===== config.mk =====
export PLATFORM = sky130hd
export DESIGN_NAME = elevator_scheduler
export DESIGN_NICKNAME = d
export VERILOG_FILES = /design/src/rtl/elevator_scheduler.sv
export SDC_FILE = /design/constraint.sdc
export NUM_CORES = 1
export LEC_CHECK = 0
export CORE_MARGIN = 1.5
export CORE_UTILIZATION = 40
export CTS_BUF_LIST = sky130_fd_sc_hd__clkbuf_4
export DETAILED_ROUTE_END_ITERATION = 10
export MAX_ROUTING_LAYER = met4
export PLACE_DENSITY = 0.65
export SYNTH_ARGS = -nofsm -noshare
export SYNTH_HDL_FRONTEND = slang
export SYNTH_SLANG_ARGS = --single-unit

===== constraint.sdc =====
create_clock -name clk -period 3.8 [get_ports clk]
set_input_delay 0.95 -clock clk [delete_from_list [all_inputs] [get_ports clk]]
set_output_delay 0.95 -clock clk [all_outputs]
set_load 0.03 [all_outputs]

===== src/rtl/elevator_scheduler.sv =====
// elevator_scheduler: SCAN-policy car scheduler with per-floor call latches,
// travel/door timers and a single-car position register.
`default_nettype none

module elevator_scheduler #(
  parameter int FLOORS        = 8,
  parameter int FLOOR_W       = 3,
  parameter int TRAVEL_CYCLES = 4,
  parameter int DOOR_CYCLES   = 3
) (
  input  logic               clk,
  input  logic               reset,
  input  logic               req_valid,
  input  logic [FLOOR_W-1:0] req_floor,
  input  logic               req_hall,
  input  logic               req_up,
  output logic [FLOOR_W-1:0] cur_floor,
  output logic               direction,
  output logic               moving,
  output logic               door_open,
  output logic               arrived,
  output logic [FLOORS-1:0]  call_inside,
  output logic [FLOORS-1:0]  call_up,
  output logic [FLOORS-1:0]  call_down
);

  localparam int C_CNT_MAX = (TRAVEL_CYCLES > DOOR_CYCLES) ? TRAVEL_CYCLES : DOOR_CYCLES;
  localparam int C_CNT_W   = (C_CNT_MAX > 1) ? $clog2(C_CNT_MAX) : 1;

  typedef enum logic [1:0] {S_IDLE = 2'd0, S_MOVING = 2'd1, S_DOOR = 2'd2} state_t;

  state_t               r_state, w_state_n;
  logic [C_CNT_W-1:0]   r_cnt, w_cnt_n;
  logic [FLOOR_W-1:0]   w_floor_n, w_next_floor, w_door_floor;
  logic                 w_dir_n, w_arrive_n, w_door_enter;
  logic                 w_req_ok, w_suppress, w_ahead, w_behind, w_stop;
  logic [FLOORS-1:0]    w_all, w_clr, w_set_in, w_set_up, w_set_dn;

  function automatic logic any_above(input logic [FLOORS-1:0] v, input logic [FLOOR_W-1:0] f);
    any_above = 1'b0;
    for (int i = 0; i < FLOORS; i++)
      if (i > int'(f) && v[i]) any_above = 1'b1;
  endfunction

  function automatic logic any_below(input logic [FLOORS-1:0] v, input logic [FLOOR_W-1:0] f);
    any_below = 1'b0;
    for (int i = 0; i < FLOORS; i++)
      if (i < int'(f) && v[i]) any_below = 1'b1;
  endfunction

  assign w_all        = call_inside | call_up | call_down;
  assign w_next_floor = direction ? (cur_floor + FLOOR_W'(1)) : (cur_floor - FLOOR_W'(1));

  assign w_req_ok = req_valid && (32'(req_floor) < FLOORS)
                 && !(req_hall &&  req_up && req_floor == FLOOR_W'(FLOORS - 1))
                 && !(req_hall && !req_up && req_floor == '0);

  always_comb begin
    w_state_n    = r_state;
    w_cnt_n      = r_cnt;
    w_floor_n    = cur_floor;
    w_dir_n      = direction;
    w_arrive_n   = 1'b0;
    w_door_enter = 1'b0;
    w_door_floor = cur_floor;
    w_ahead      = 1'b0;
    w_behind     = 1'b0;
    w_stop       = 1'b0;
    case (r_state)
      S_IDLE: begin
        if (w_all[cur_floor]) begin
          w_state_n    = S_DOOR;
          w_cnt_n      = C_CNT_W'(DOOR_CYCLES - 1);
          w_door_enter = 1'b1;
        end else if (direction ? any_above(w_all, cur_floor) : any_below(w_all, cur_floor)) begin
          w_state_n = S_MOVING;
          w_cnt_n   = C_CNT_W'(TRAVEL_CYCLES - 1);
        end else if (direction ? any_below(w_all, cur_floor) : any_above(w_all, cur_floor)) begin
          w_state_n = S_MOVING;
          w_dir_n   = ~direction;
          w_cnt_n   = C_CNT_W'(TRAVEL_CYCLES - 1);
        end
      end
      S_MOVING: begin
        if (r_cnt == '0) begin
          w_floor_n  = w_next_floor;
          w_arrive_n = 1'b1;
          w_ahead    = direction ? any_above(w_all, w_next_floor) : any_below(w_all, w_next_floor);
          w_behind   = direction ? any_below(w_all, w_next_floor) : any_above(w_all, w_next_floor);
          w_stop     = call_inside[w_next_floor] || !w_ahead
                    || (direction ? call_up[w_next_floor] : call_down[w_next_floor]);
          if (w_stop) begin
            w_state_n    = S_DOOR;
            w_cnt_n      = C_CNT_W'(DOOR_CYCLES - 1);
            w_door_enter = 1'b1;
            w_door_floor = w_next_floor;
            if (!w_ahead && w_behind) w_dir_n = ~direction;
          end else begin
            w_cnt_n = C_CNT_W'(TRAVEL_CYCLES - 1);
          end
        end else begin
          w_cnt_n = r_cnt - C_CNT_W'(1);
        end
      end
      S_DOOR: begin
        // A fresh call for the open floor holds the door instead of queueing.
        if (w_req_ok && req_floor == cur_floor) w_cnt_n = C_CNT_W'(DOOR_CYCLES - 1);
        else if (r_cnt == '0)                  w_state_n = S_IDLE;
        else                                   w_cnt_n = r_cnt - C_CNT_W'(1);
      end
      default: w_state_n = S_IDLE;
    endcase

    w_suppress = (r_state == S_DOOR && req_floor == cur_floor)
              || (w_door_enter && req_floor == w_door_floor);
    w_clr    = '0;
    w_set_in = '0;
    w_set_up = '0;
    w_set_dn = '0;
    if (w_door_enter) w_clr[w_door_floor] = 1'b1;
    if (w_req_ok && !w_suppress) begin
      if (!req_hall)   w_set_in[req_floor] = 1'b1;
      else if (req_up) w_set_up[req_floor] = 1'b1;
      else             w_set_dn[req_floor] = 1'b1;
    end
  end

  always_ff @(posedge clk or negedge reset) begin
    if (!reset) begin
      r_state     <= S_IDLE;
      r_cnt       <= '0;
      cur_floor   <= '0;
      direction   <= 1'b1;
      arrived     <= 1'b0;
      call_inside <= '0;
      call_up     <= '0;
      call_down   <= '0;
    end else begin
      r_state     <= w_state_n;
      r_cnt       <= w_cnt_n;
      cur_floor   <= w_floor_n;
      direction   <= w_dir_n;
      arrived     <= w_arrive_n;
      call_inside <= (call_inside | w_set_in) & ~w_clr;
      call_up     <= (call_up     | w_set_up) & ~w_clr;
      call_down   <= (call_down   | w_set_dn) & ~w_clr;
    end
  end

  assign moving    = (r_state == S_MOVING);
  assign door_open = (r_state == S_DOOR);

endmodule

`default_nettype wire


; Yosys cells after proc, flatten, opt, wreduce, memory -nomap -nowiden
; Cells that the tools add are included.
[word_totals]
elab_cells = 229
out_inout_bits = 31
reg_bits = 33
inputBits = 8
[op_classes]
order_cmp = 34
bitwise = 10
n_reduce_logical = 58
eq_ne = 15
muxes = 101
add_sub_neg = 3
[ops]
columns = op, n
row1 = 8-bit two-way mux, 9
row2 = 1-bit two-way mux, 65
row3 = 1-bit logical AND, 41
row4 = 8-bit OR, 5
row5 = 2-bit two-way mux, 13
row6 = 8-bit bitwise AND, 3
row7 = "3-bit greater-than comparator, first input constant", 8
row8 = "3-bit < comparator, first input constant", 6
row9 = "3-bit by 4-bit < comparator with 1-bit output, second input constant", 4
row10 = 1-bit binary-select mux with 3-bit select, 4
row11 = "2-bit by 3-bit greater-than comparator with 1-bit output, first input constant", 4
row12 = "1-bit by 3-bit < comparator with 1-bit output, first input constant", 4
row13 = "2-bit by 3-bit < comparator with 1-bit output, first input constant", 4
row14 = 3-bit two-way mux, 4
row15 = 2-bit one-hot mux with 3 select lines, 2
row16 = "2-bit by 1-bit inequality test with 1-bit output, second input constant", 4
row17 = "2-bit inequality test, second input constant", 4
row18 = 8-bit NOT, 1
row19 = 7-bit AND reduction, 1
row20 = 1-bit demux with 3-bit select, 2
row21 = 3-bit equality test, 2
row22 = "3-bit by 1-bit >= comparator with 1-bit output, second input constant", 2
row23 = "1-bit by 3-bit greater-than comparator with 1-bit output, first input constant", 2
row24 = 1-bit zero test, 5
row25 = 18 further kinds, 22

; Logic depth before layout (Yosys ltp)
; Gate-level depths: netlist (run 1).
[depth]
ltp_word = 28
depth_mapped = 14
mapped_depth_nobuf = 10

; Worst setup path before layout (run 1)
; OpenSTA, ideal clock, no wires.
[synth_path]
path_kind = register to register
startpoint = register cur_floor[0]
endpoint = register call_up[7]
slack_ns = 0.185
setup_time_ns = 0.119
path_stages_with_launch = 14
period_less_slack_ns = 3.615
arrival_time_ns = 3.496
n_path_buf = 4
t_required_ns = 3.681
cell_sequence = dfrtp_1 buf_2 inv_2 clkbuf_1 ha_1 buf_4 xnor2_1 buf_6 mux4_1 a211o_1 a211oi_4 a21o_4 a32oi_2 and2_1
[synth_via]
elab_chain_len = 28
elab_cells_between_ends = 86
cone_classes = 2 x add/sub / 16 x order compare / 2 x eq/ne / 40 x mux / 3 x bitwise / 23 x reduce/logical
[synth_rtl]
columns = element, line
row1 = "start, declared", 17  ; output logic [FLOOR_W-1:0] cur_floor,
row2 = "start signal, assigned", 141  ; cur_floor <= w_floor_n;
row3 = "parallel branches: the longest is 27 deep, another holds 3-bit by 1-bit subtractor with 3-bit output", n/a
row4 = 8-bit bitwise AND (*), 145  ; call_up <= (call_up | w_set_up) & ~w_clr;
row5 = "end signal, assigned", 145
row6 = "end, declared", 23  ; output logic [FLOORS-1:0] call_up,
; Every way passes the cells marked *. The select of a mux whose other input is x is not followed.
; A chain may end at the register's enable or synchronous reset.

; Final worst setup path (run 1)
[layout_path]
startpoint = register cur_floor[0]
endpoint = register call_down[6]
[layout_via]
elab_chain_len = 28
elab_cells_between_ends = 86
cone_classes = 2 x add/sub / 16 x order compare / 2 x eq/ne / 40 x mux / 3 x bitwise / 23 x reduce/logical
[layout_rtl]
columns = element, line
row1 = "parallel branches: the longest is 27 deep, another holds 3-bit by 1-bit subtractor with 3-bit output", n/a
row2 = 8-bit bitwise AND (*), 146  ; call_down <= (call_down | w_set_dn) & ~w_clr;
row3 = "end signal, assigned", 146
row4 = "end, declared", 24  ; output logic [FLOORS-1:0] call_down
; Marked as above.

==> metrics, run 1 <==
Num CTS Buffers=5; pre-CTS WS=0.602 ns; post-synth cell types=63; met1 Use GR=32.7%; layout cells sized above 1=13.4%; Pre-antenna DRT Iters=5; Synth-to-Final Area Change=20.3%; fill count=624; Avg WL per Cell=18.1 um; largest family of logic cells by synthesized area=compound AO/OA/AOI/OAI gates; headroom to the max-slew limit=42.0%; first-pass GRT wire length=12.3 mm; Max VDD drop=0.000458 V; Leak=1.29 nW; clk buf depth=2; XOR/XNOR share of the synthesized area=2.96%; CTS root buffer=clkbuf_4; Worst Setup EP=call_down[6]; Worst Path Required=4.09 ns; Port-buffer cells=38; met2 global-route usage=33.4%; count leader, synth=nor2_1; DR iter-0 viols=208; I/O pin cnt=39; startpoint of the worst-slack reg-to-reg timing path=cur_floor[0]; final hold viol count=0; nets=362; DR vias=2490; Synth warnings=0; width of the die=85.2 um; Crit path arrival time=3.46 ns; ant diodes=0; multiplexer share of the synthesized area=7.27%; Synth Net Count=322; crit start category=register; Seq/Total Area, Yosys=30.6%; clock-pin slew on the worst setup and hold paths=0.12 ns; Simple-Gate Fraction of Synth Area=18.9%; Core Area=6420 um2; die area=7260 um2; Compound-Gate Fraction of Synth Area=29.8%; Sum Neg Setup Slack=0 ns; Post-CTS Resized=0; Die H=85.2 um; Seq cells post-synth=33; largest net degree at the start of global routing=32; Synth area leaders=dfrtp_1 (30%), o21a_1 (6.1%), nor2_1 (5.3%); final antenna-violating net count=0; Pwr per Cell Area=1110 nW/um2; Row Count=29; setup bufs post-CTS=0; Clock Skews=0.0155 ns; Commonest cells post-synth=nor2_1 (38), dfrtp_1 (32), nand2_1 (23); DP HPWL=5.77 mm; final worst slack=0.624 ns; vias in the first global route=2280; RePlAce Congestion=0.941; CTS tree=done; clock sinks=33; worst hold path class=register to register; Worst Hold Path Cells=1; top_reg_cell synth=dfrtp_1; Post-Synthesis Cells=303; worst skew pair latency=0.35 ns; fin crit share=83.6%; f_max=315 MHz; R2R setup slack=0.62 ns; cell taking the most area after synthesis=dfrtp_1; gr usage total=22.6%; total of max-cap violations=0; Critical R2R Capture=call_down[6]; EDFF count, synth=0; hold buffers post-CTS=0; post-synth top area share=29.6%; outcome=finished clean; Synth Area in Adders=5.09%; Netlist Area Pre-Place=2700 um2; crit path kind=register to register; Max Slew Vio Count=0; async set or reset register ratio after synthesis=100%; final wirelength=7.62 mm; fin util=50.6%; met3 GRT Util=3.50%; DR DRC count=0; Vias/cell=5.91; worst-margin pin slew=0.867 ns; Finish-stage setup viols=0; Critical Path End Type=register; Critical Path Source=cur_floor[0]; layer with the highest usage=met2; fin crit period=3.18 ns; Congestion Overflow GR=0; worst-path fanout max=8; R2R depth=10; RSZ-0062 raised after global routing=no; H-Tree Depth=2; initial antenna violation count=0; syn avg cell area=8.92 um2; starting density of the core=42.1%
## routing by layer
metal  share of wire, %  up-vias  wire length [um]
met5                  0        -                 0
met4               0.75        0                57
met3                5.5        5               418
met2                 46       84              3480
met1                 48     1196              3660
li1                   -     1205                 -
## through the flow
step	std cells	hold slack, ns	instance area (um2)	power [mW]
2_1_floorplan	303	0.464	2700	2.57
3_3_place_gp	413	0.486	3170	3.27
3_5_place_dp	413	0.484	3170	3.29
4_1_cts	421	0.512	3250	3.59
5_1_grt	421	0.526	3250	3.86
6_report	421	0.508	3250	3.59
## critical path: stages, from the launching register on
cell	delay, ns
dfrtp_1	0.44
inv_2	0.06
ha_1	0.55
xor2_4	0.26
o21ai_1	0.12
a211oi_2	0.35
nor2_1	0.06
or3_1	0.50
a21o_4	0.32
a32oi_2	0.28
o21a_1	0.16
## flip-flops by register name, indices dropped and copies added, names as in the netlist
name         flops
direction        1
arrived          1
cur_floor        3
call_down        8
r_cnt            2
call_up          8
call_inside      8
r_state          2
## worst min path at each step
| stage | slack, ns | from | to |
|---|---|---|---|
| floorplan | 0.46 | r_cnt[1] | r_cnt[1] |
| global route | 0.53 | r_cnt[1] | r_cnt[1] |
| global placement | 0.49 | r_cnt[1] | r_cnt[1] |
| finish | 0.51 | r_cnt[1] | r_cnt[1] |
| detailed placement | 0.48 | r_cnt[1] | r_cnt[1] |
| CTS | 0.51 | r_cnt[1] | r_cnt[1] |
## cell usage in the layout (no fill, tap or decap), types with 2 or more instances in the layout
cell,instances
a211oi_1,7
nor3_1,12
a31oi_1,5
xnor2_1,5
clkbuf_4,5
o21a_1,22
nor3_2,3
nand3_1,8
a21oi_1,11
mux2i_1,7
nand4_1,3
o211ai_1,6
mux4_1,2
a21o_1,3
a31oi_2,4
a32oi_2,4
dfrtp_1,32
or3b_2,2
nor2_1,38
nand3b_1,5
buf_4,10
o21ai_0,11
o22ai_1,7
inv_1,11
clkdlybuf4s50_1,38
inv_2,2
and2_1,4
o21ai_1,2
a211o_1,3
o31ai_1,2
a211oi_4,2
or3_1,4
ha_1,11
nand2_1,23
## cell families (layout without fill, tap and decap cells)
group / after synthesis / in the layout
simple gates: 106 / 106
compound gates: 102 / 102
flops: 33 / 33
buf+inv: 30 / 71
mux: 14 / 14
fa+ha+maj: 11 / 11
xor+xnor: 7 / 7
## area by class of cell
class                           count  area, um2  area share (%)
Clock buffer                        5       37.5            1.15
Timing Repair Buffer               48        455            14.0
Multi-Input combinational cell    240       1730            53.2
Tap cell                           77       96.3            2.96
Sequential cell                    33        827            25.4
Clock inverter                      3       46.3            1.42
Inverter                           15       58.8            1.81
## report_power, final
part / switching [mW] / total, mW / internal, mW / leakage (nW)
sequential: 0.198 / 0.704 / 0.506 / 0.410
combinational: 1.54 / 2.60 / 1.06 / 0.836
clock: 0.147 / 0.286 / 0.139 / 0.0414
total: 1.89 / 3.59 / 1.70 / 1.29
Power figures use the tool's default switching activity.
==> run 2: changes to the inputs <==
Settings changed: PLACE_DENSITY 0.65 to 0.67.
Clock period 3.8 ns to 2.58 ns, I/O delays scaled along.
==> metrics, run 2 (synthesis results as in run 1) <==
Clock Skews=0.0153 ns (was 0.0155 ns); final cell count without fillers=483 (was 421); Critical R2R Capture=call_up[7] (was call_down[6]); crit start category=register (unchanged); Worst Hold Path Cells=1 (unchanged); Max Slew Vio Count=0 (unchanged); fin crit share=109% (was 83.6%); Placed Cells=465 (was 413); Die H=85.2 um (unchanged); clk buf depth=2 (unchanged); Num CTS Buffers=5 (unchanged); clock-pin slew on the worst setup and hold paths=0.11 ns (was 0.12 ns); fin crit period=2.82 ns (was 3.18 ns); Max VDD drop=0.000685 V (was 0.000458 V); Pwr Total=6.43 mW (was 3.59 mW); Row Count=29 (unchanged); R2R setup slack=-0.24 ns (was 0.62 ns); worst-path fanout max=6 (was 8); initial antenna violation count=0 (unchanged); R2R depth=11 (was 10); final hold viol count=0 (unchanged); Synth-to-Final Area Change=40.4% (was 20.3%); DR DRC count=1 (was 0); total of max-cap violations=0 (unchanged); H-Tree Depth=2 (unchanged); Critical Path End Type=register (unchanged); Leak=1.60 nW (was 1.29 nW); width of the die=85.2 um (unchanged); worst skew pair latency=0.35 ns (about the same); DR iter-0 viols=275 (was 208); clock sinks=33 (unchanged); commonest non-fill, non-tap cell in the layout=buf_4; RePlAce Congestion=0.911 (was 0.941); CTS tree=done (unchanged); worst stage delay on the critical path=0.43 ns (was 0.55 ns); failing checks=DRC, setup timing; most frequent cells in the layout=buf_4 (69), nor2_1 (38), clkdlybuf4s50_1 (37) (was nor2_1 (38), clkdlybuf4s50_1 (38), dfrtp_1 (32)); Finish-stage setup viols=27 (was 0); crit path kind=register to register (unchanged); first-pass GRT wire length=13.6 mm (was 12.3 mm); worst hold path class=register to register (unchanged); Worst Path Required=2.82 ns (was 4.09 ns); Hold Path Sink=r_cnt[1] (unchanged); Vias/cell=5.76 (was 5.91); f_max=355 MHz (was 315 MHz); layout cells sized above 1=29.6% (was 13.4%); starting density of the core=42.1% (unchanged); worst-margin pin slew=0.586 ns (was 0.867 ns); gr usage total=24.4% (was 22.6%); I/O pin cnt=39 (unchanged); final worst slack=-0.236 ns (was 0.624 ns); final antenna-violating net count=0 (unchanged); headroom to the max-slew limit=60.6% (was 42.0%); nets=424 (was 362); RSZ-0062 raised after global routing=yes (was no); Core Area=6420 um2 (unchanged); CP max-delay cell=or3_4 (was ha_1); largest net degree at the start of global routing=34 (was 32); DR vias=2783 (was 2490); CTS root buffer=clkbuf_4 (unchanged); biggest regs=call_down (8), call_inside (8), call_up (8) (unchanged); fill count=573 (was 624); DP HPWL=6.25 mm (was 5.77 mm); vias in the first global route=2740 (was 2280); ant diodes=0 (unchanged); Port-buffer cells=38 (unchanged); Pre-antenna DRT Iters=7 (was 5); Pwr per Cell Area=1700 nW/um2 (was 1110 nW/um2); Avg WL per Cell=17.0 um (was 18.1 um); hold_sp=r_cnt[1] (unchanged); WHS=0.504 ns (was 0.508 ns); startpoint of the worst-slack reg-to-reg timing path=cur_floor[1] (was cur_floor[0]); final wirelength=8.22 mm (was 7.62 mm); outcome=finished, violations left (was finished clean); Congestion Overflow GR=0 (unchanged); CP cell instances=clkinv_2 > ha_4 > xor2_4 > buf_4 > o21ai_0 > nor2_1 > a21oi_2 > or3_4 > a211oi_4 > a32oi_2 > and2_1 (was inv_2 > ha_1 > xor2_4 > o21ai_1 > a211oi_2 > nor2_1 > or3_1 > a21o_4 > a32oi_2 > o21a_1); die area=7260 um2 (unchanged); Crit path arrival time=3.05 ns (was 3.46 ns)
-- run 2: cell types whose count changed in the layout (fill, tap and decap cells not counted), moves of 2 or more --
cell,before,now
buf_4,10,69
clkinv_2,0,3
a21oi_1,11,9
a21oi_2,0,2
buf_6,0,2
ha_1,11,9
ha_4,0,2
-- run 2: power by group --
group          internal, mW  total [mW]  switching [mW]
clock                 0.114       0.308           0.194
sequential            0.752        1.01           0.255
combinational          2.47        5.12            2.64
total                  3.34        6.43            3.09
-- run 2: final cells by class --
| cell class | instances | area [um2] | area share (%) |
|---|---|---|---|
| sequential | 33 | 832 | 21.9 |
| inverter | 15 | 62.6 | 1.65 |
| clock inverter | 2 | 10.0 | 0.264 |
| tap | 77 | 96.3 | 2.54 |
| timing repair buffer | 110 | 940 | 24.8 |
| clock buffer | 6 | 45.0 | 1.19 |
| multi-input combinational | 240 | 1810 | 47.7 |
-- run 2: per-layer routing --
| metal | wire, um | GRT usage [%] | vias to the layer above | share of wire, % |
|---|---|---|---|---|
| li1 | - | - | 1329 | - |
| met1 | 3750 | 33.7 | 1346 | 46 |
| met2 | 3880 | 38.4 | 99 | 47 |
| met3 | 492 | 3.11 | 9 | 6.0 |
| met4 | 98 | 5.96 | 0 | 1.2 |
| met5 | 0 | - | - | 0 |
-- run 2: worst max path at each step --
stage	start	end	slack [ns]	depth (start not counted)
after floorplan	cur_floor[0]	call_up[7]	-0.59	13
after global routing	cur_floor[1]	call_up[0]	-0.38	12
after global placement	cur_floor[1]	call_up[7]	-0.33	10
final	cur_floor[1]	call_up[7]	-0.24	11
after detailed placement	cur_floor[1]	call_inside[6]	-0.38	10
after CTS	cur_floor[1]	call_up[7]	-0.21	10
-- run 2: what timing repair did --
item	in CTS	in global routing
buffers inserted	10	0
setup endpoints to repair	29	28
hold buffers	0	0
cloned	0	0
gates resized for setup	9	2
pin swaps	11	3
endpoints found under the hold margin	0	0
-- run 2: through the flow --
| step | TNS, ns | util, % | setup slack, ns | instance area [um2] |
|---|---|---|---|---|
| final | -5.38 | 59.1 | -0.236 | 3790 |
| after detailed placement | -9.29 | 56.2 | -0.380 | 3610 |
| after global routing | -9.62 | 59.1 | -0.380 | 3790 |
| after global placement | -7.99 | 56.2 | -0.334 | 3610 |
| after CTS | -4.65 | 58.9 | -0.211 | 3780 |
| after floorplan | -14.53 | - | -0.588 | 2780 |
-- run 2: critical path, delay by kind of cell (launching register included) --
family	cells	cell delay, ns
AND/OR/NAND/NOR	3	0.77
AO/OA/AOI/OAI	4	0.66
flip-flops	1	0.42
adder cells (fa/ha/maj)	1	0.36
buffers and inverters	2	0.26
XOR/XNOR	1	0.22
==> run 3: changes to the inputs <==
Settings changed: CORE_UTILIZATION 40 to 38, PLACE_DENSITY 0.67 to 0.64, TNS_END_PERCENT from default to 5.
Clock period 2.58 ns to 2.5 ns, I/O delays scaled along.
==> metrics, run 3 (synthesis results as in run 1) <==
Max VDD drop=0.000835 V (was 0.000685 V); Finish-stage setup viols=28 (was 27); final hold viol count=0 (unchanged); Pre-antenna DRT Iters=4 (was 7); fin util=57.3% (was 59.1%); final worst slack=-0.371 ns (was -0.236 ns); layout cells sized above 1=31.1% (was 29.6%); Logic pwr share=78.7% (was 79.5%); Sum Neg Setup Slack=-9.08 ns (was -5.38 ns); design area=3920 um2 (was 3790 um2); fill count=631 (was 573); DR DRC count=0 (was 1); DR vias=2735 (was 2783); outcome=finished, violations left (unchanged); crit path kind=register to register (unchanged); Pwr per Cell Area=1770 nW/um2 (was 1700 nW/um2); H-Tree Depth=2 (unchanged); Internal=3.67 mW (was 3.34 mW); Avg WL per Cell=16.0 um (was 17.0 um); DP HPWL=6.37 mm (was 6.25 mm); nets=430 (was 424); Critical Path End Type=register (unchanged); Core Area=6830 um2 (was 6420 um2); commonest non-fill, non-tap cell in the layout=buf_4 (unchanged); Worst Path Buf+Inv=2 (unchanged); die area=7620 um2 (was 7260 um2); clock sinks=33 (unchanged); worst stage delay on the critical path=0.41 ns (was 0.43 ns); RePlAce Congestion=0.952 (was 0.911); vias in the first global route=2677 (was 2740); Die H=87.3 um (was 85.2 um); headroom to the max-slew limit=65.5% (was 60.6%); clock-pin slew on the worst setup and hold paths=0.13 ns (was 0.11 ns); Row Count=30 (was 29); delay-heaviest family, CP=compound AO/OA/AOI/OAI gates (was simple AND/OR/NAND/NOR gates); gr usage total=24.0% (was 24.4%); fin crit share=115% (was 109%); Vias/cell=5.38 (was 5.76); I/O pin cnt=39 (unchanged); RSZ-0062 raised after global routing=yes (unchanged); Leak=1.67 nW (was 1.60 nW); fin crit period=2.87 ns (was 2.82 ns); starting density of the core=39.5% (was 42.1%); total of max-cap violations=0 (unchanged); worst-margin pin slew=0.516 ns (was 0.586 ns); hold buffers post-CTS=0 (unchanged); clock network fraction of design power=6.3% (was 4.8%); largest net degree at the start of global routing=34 (unchanged); Port-buffer cells=38 (unchanged); final wirelength=8.14 mm (was 8.22 mm); sequential share of power=15.0% (was 15.7%); Clock Skews=0.0134 ns (was 0.0153 ns); CP cell instances=clkinv_2 > ha_4 > mux2i_1 > o211ai_1 > a21o_1 > a211o_1 > a211oi_4 > buf_4 > a21o_4 > a32oi_2 > and2_1 (was clkinv_2 > ha_4 > xor2_4 > buf_4 > o21ai_0 > nor2_1 > a21oi_2 > or3_4 > a211oi_4 > a32oi_2 > and2_1); Crit path arrival time=3.12 ns (was 3.05 ns); Synth-to-Final Area Change=45.0% (was 40.4%); R2R setup slack=-0.37 ns (was -0.24 ns); Max Slew Vio Count=0 (unchanged); first-pass GRT wire length=13.7 mm (was 13.6 mm); CTS root buffer=clkbuf_4 (unchanged); width of the die=87.3 um (was 85.2 um); ant diodes=0 (unchanged); Congestion Overflow GR=0 (unchanged); biggest regs=call_down (8), call_inside (8), call_up (8) (unchanged); DR iter-0 viols=159 (was 275); area post-placement=3730 um2 (was 3610 um2); final antenna-violating net count=0 (unchanged); most frequent cells in the layout=buf_4 (74), nor2_1 (37), clkdlybuf4s50_1 (34) (was buf_4 (69), nor2_1 (38), clkdlybuf4s50_1 (37)); worst skew pair latency=0.36 ns (was 0.35 ns); clk buf depth=2 (unchanged); worst-path fanout max=8 (was 6); failing checks=setup timing (was DRC, setup timing); crit start category=register (unchanged); Net Sw Frac=46.9% (was 48.1%); Num CTS Buffers=5 (unchanged); WHS=0.525 ns (was 0.504 ns); f_max=348 MHz (was 355 MHz); P_sw=3.25 mW (was 3.09 mW); Worst Path Required=2.75 ns (was 2.82 ns); worst hold path class=register to register (unchanged); CTS tree=done (unchanged); CP max-delay cell=dfrtp_1 (was or3_4); initial antenna violation count=0 (unchanged)
## run 3: repair_timing
item,CTS,global route
gates resized for setup,8,12
setup buffers,1,3
setup endpoints to repair,30,31
hold endpoints to repair,0,0
pin swaps,14,12
## run 3: per-stage QoR
step                      setup slack (ns)  power [mW]  std cells
final                               -0.371        6.92        508
after global placement              -0.345        6.02        496
after floorplan                     -0.668        4.07        303
after detailed placement            -0.390        6.09        496
after global routing                -0.476        7.40        508
after CTS                           -0.345        6.64        505
## run 3: area by class of cell
cell class / instances / area [um2] / area share (%)
clock buffer: 5 / 37.5 / 0.958
sequential: 33 / 833 / 21.3
inverter: 15 / 62.6 / 1.60
multi-input combinational: 240 / 1820 / 46.4
clock inverter: 3 / 46.3 / 1.18
timing repair buffer: 116 / 1000 / 25.6
tap: 96 / 120 / 3.07
## run 3: worst register-to-register path, stage by stage, from the launching register on
cell and delay (ns):
dfrtp_1 0.41, clkinv_2 0.10, ha_4 0.38, mux2i_1 0.21, o211ai_1 0.12, a21o_1 0.20
a211o_1 0.34, a211oi_4 0.34, buf_4 0.17, a21o_4 0.18, a32oi_2 0.15, and2_1 0.17
## run 3: worst paths after layout
kind / from / end / cells after the start
min in group asynchronous: reset / cur_floor[1] / 2
max in group asynchronous: reset / direction / 2
hold / removal: r_cnt[1] / r_cnt[1] / 1
hold reg to reg: r_cnt[1] / r_cnt[1] / 1
setup reg to reg: cur_floor[1] / call_up[7] / 11
setup / recovery: cur_floor[1] / call_up[7] / 11
## run 3: power by group through the flow
stage / sequential (mW) / combinational (mW) / clock, mW
floorplan: 1.39 / 2.68 / 0
global placement: 1.02 / 5.00 / 0
detailed placement: 1.03 / 5.06 / 0
CTS: 1.03 / 5.17 / 0.439
global route: 1.07 / 5.87 / 0.458
finish: 1.04 / 5.44 / 0.436
## run 3: routing by layer
layer,wire (um),GRT usage (%),vias to the layer above
li1,-,-,1335
met1,3980,34.0,1313
met2,3670,35.4,73
met3,314,3.32,14
met4,172,7.50,0
met5,0,-,-
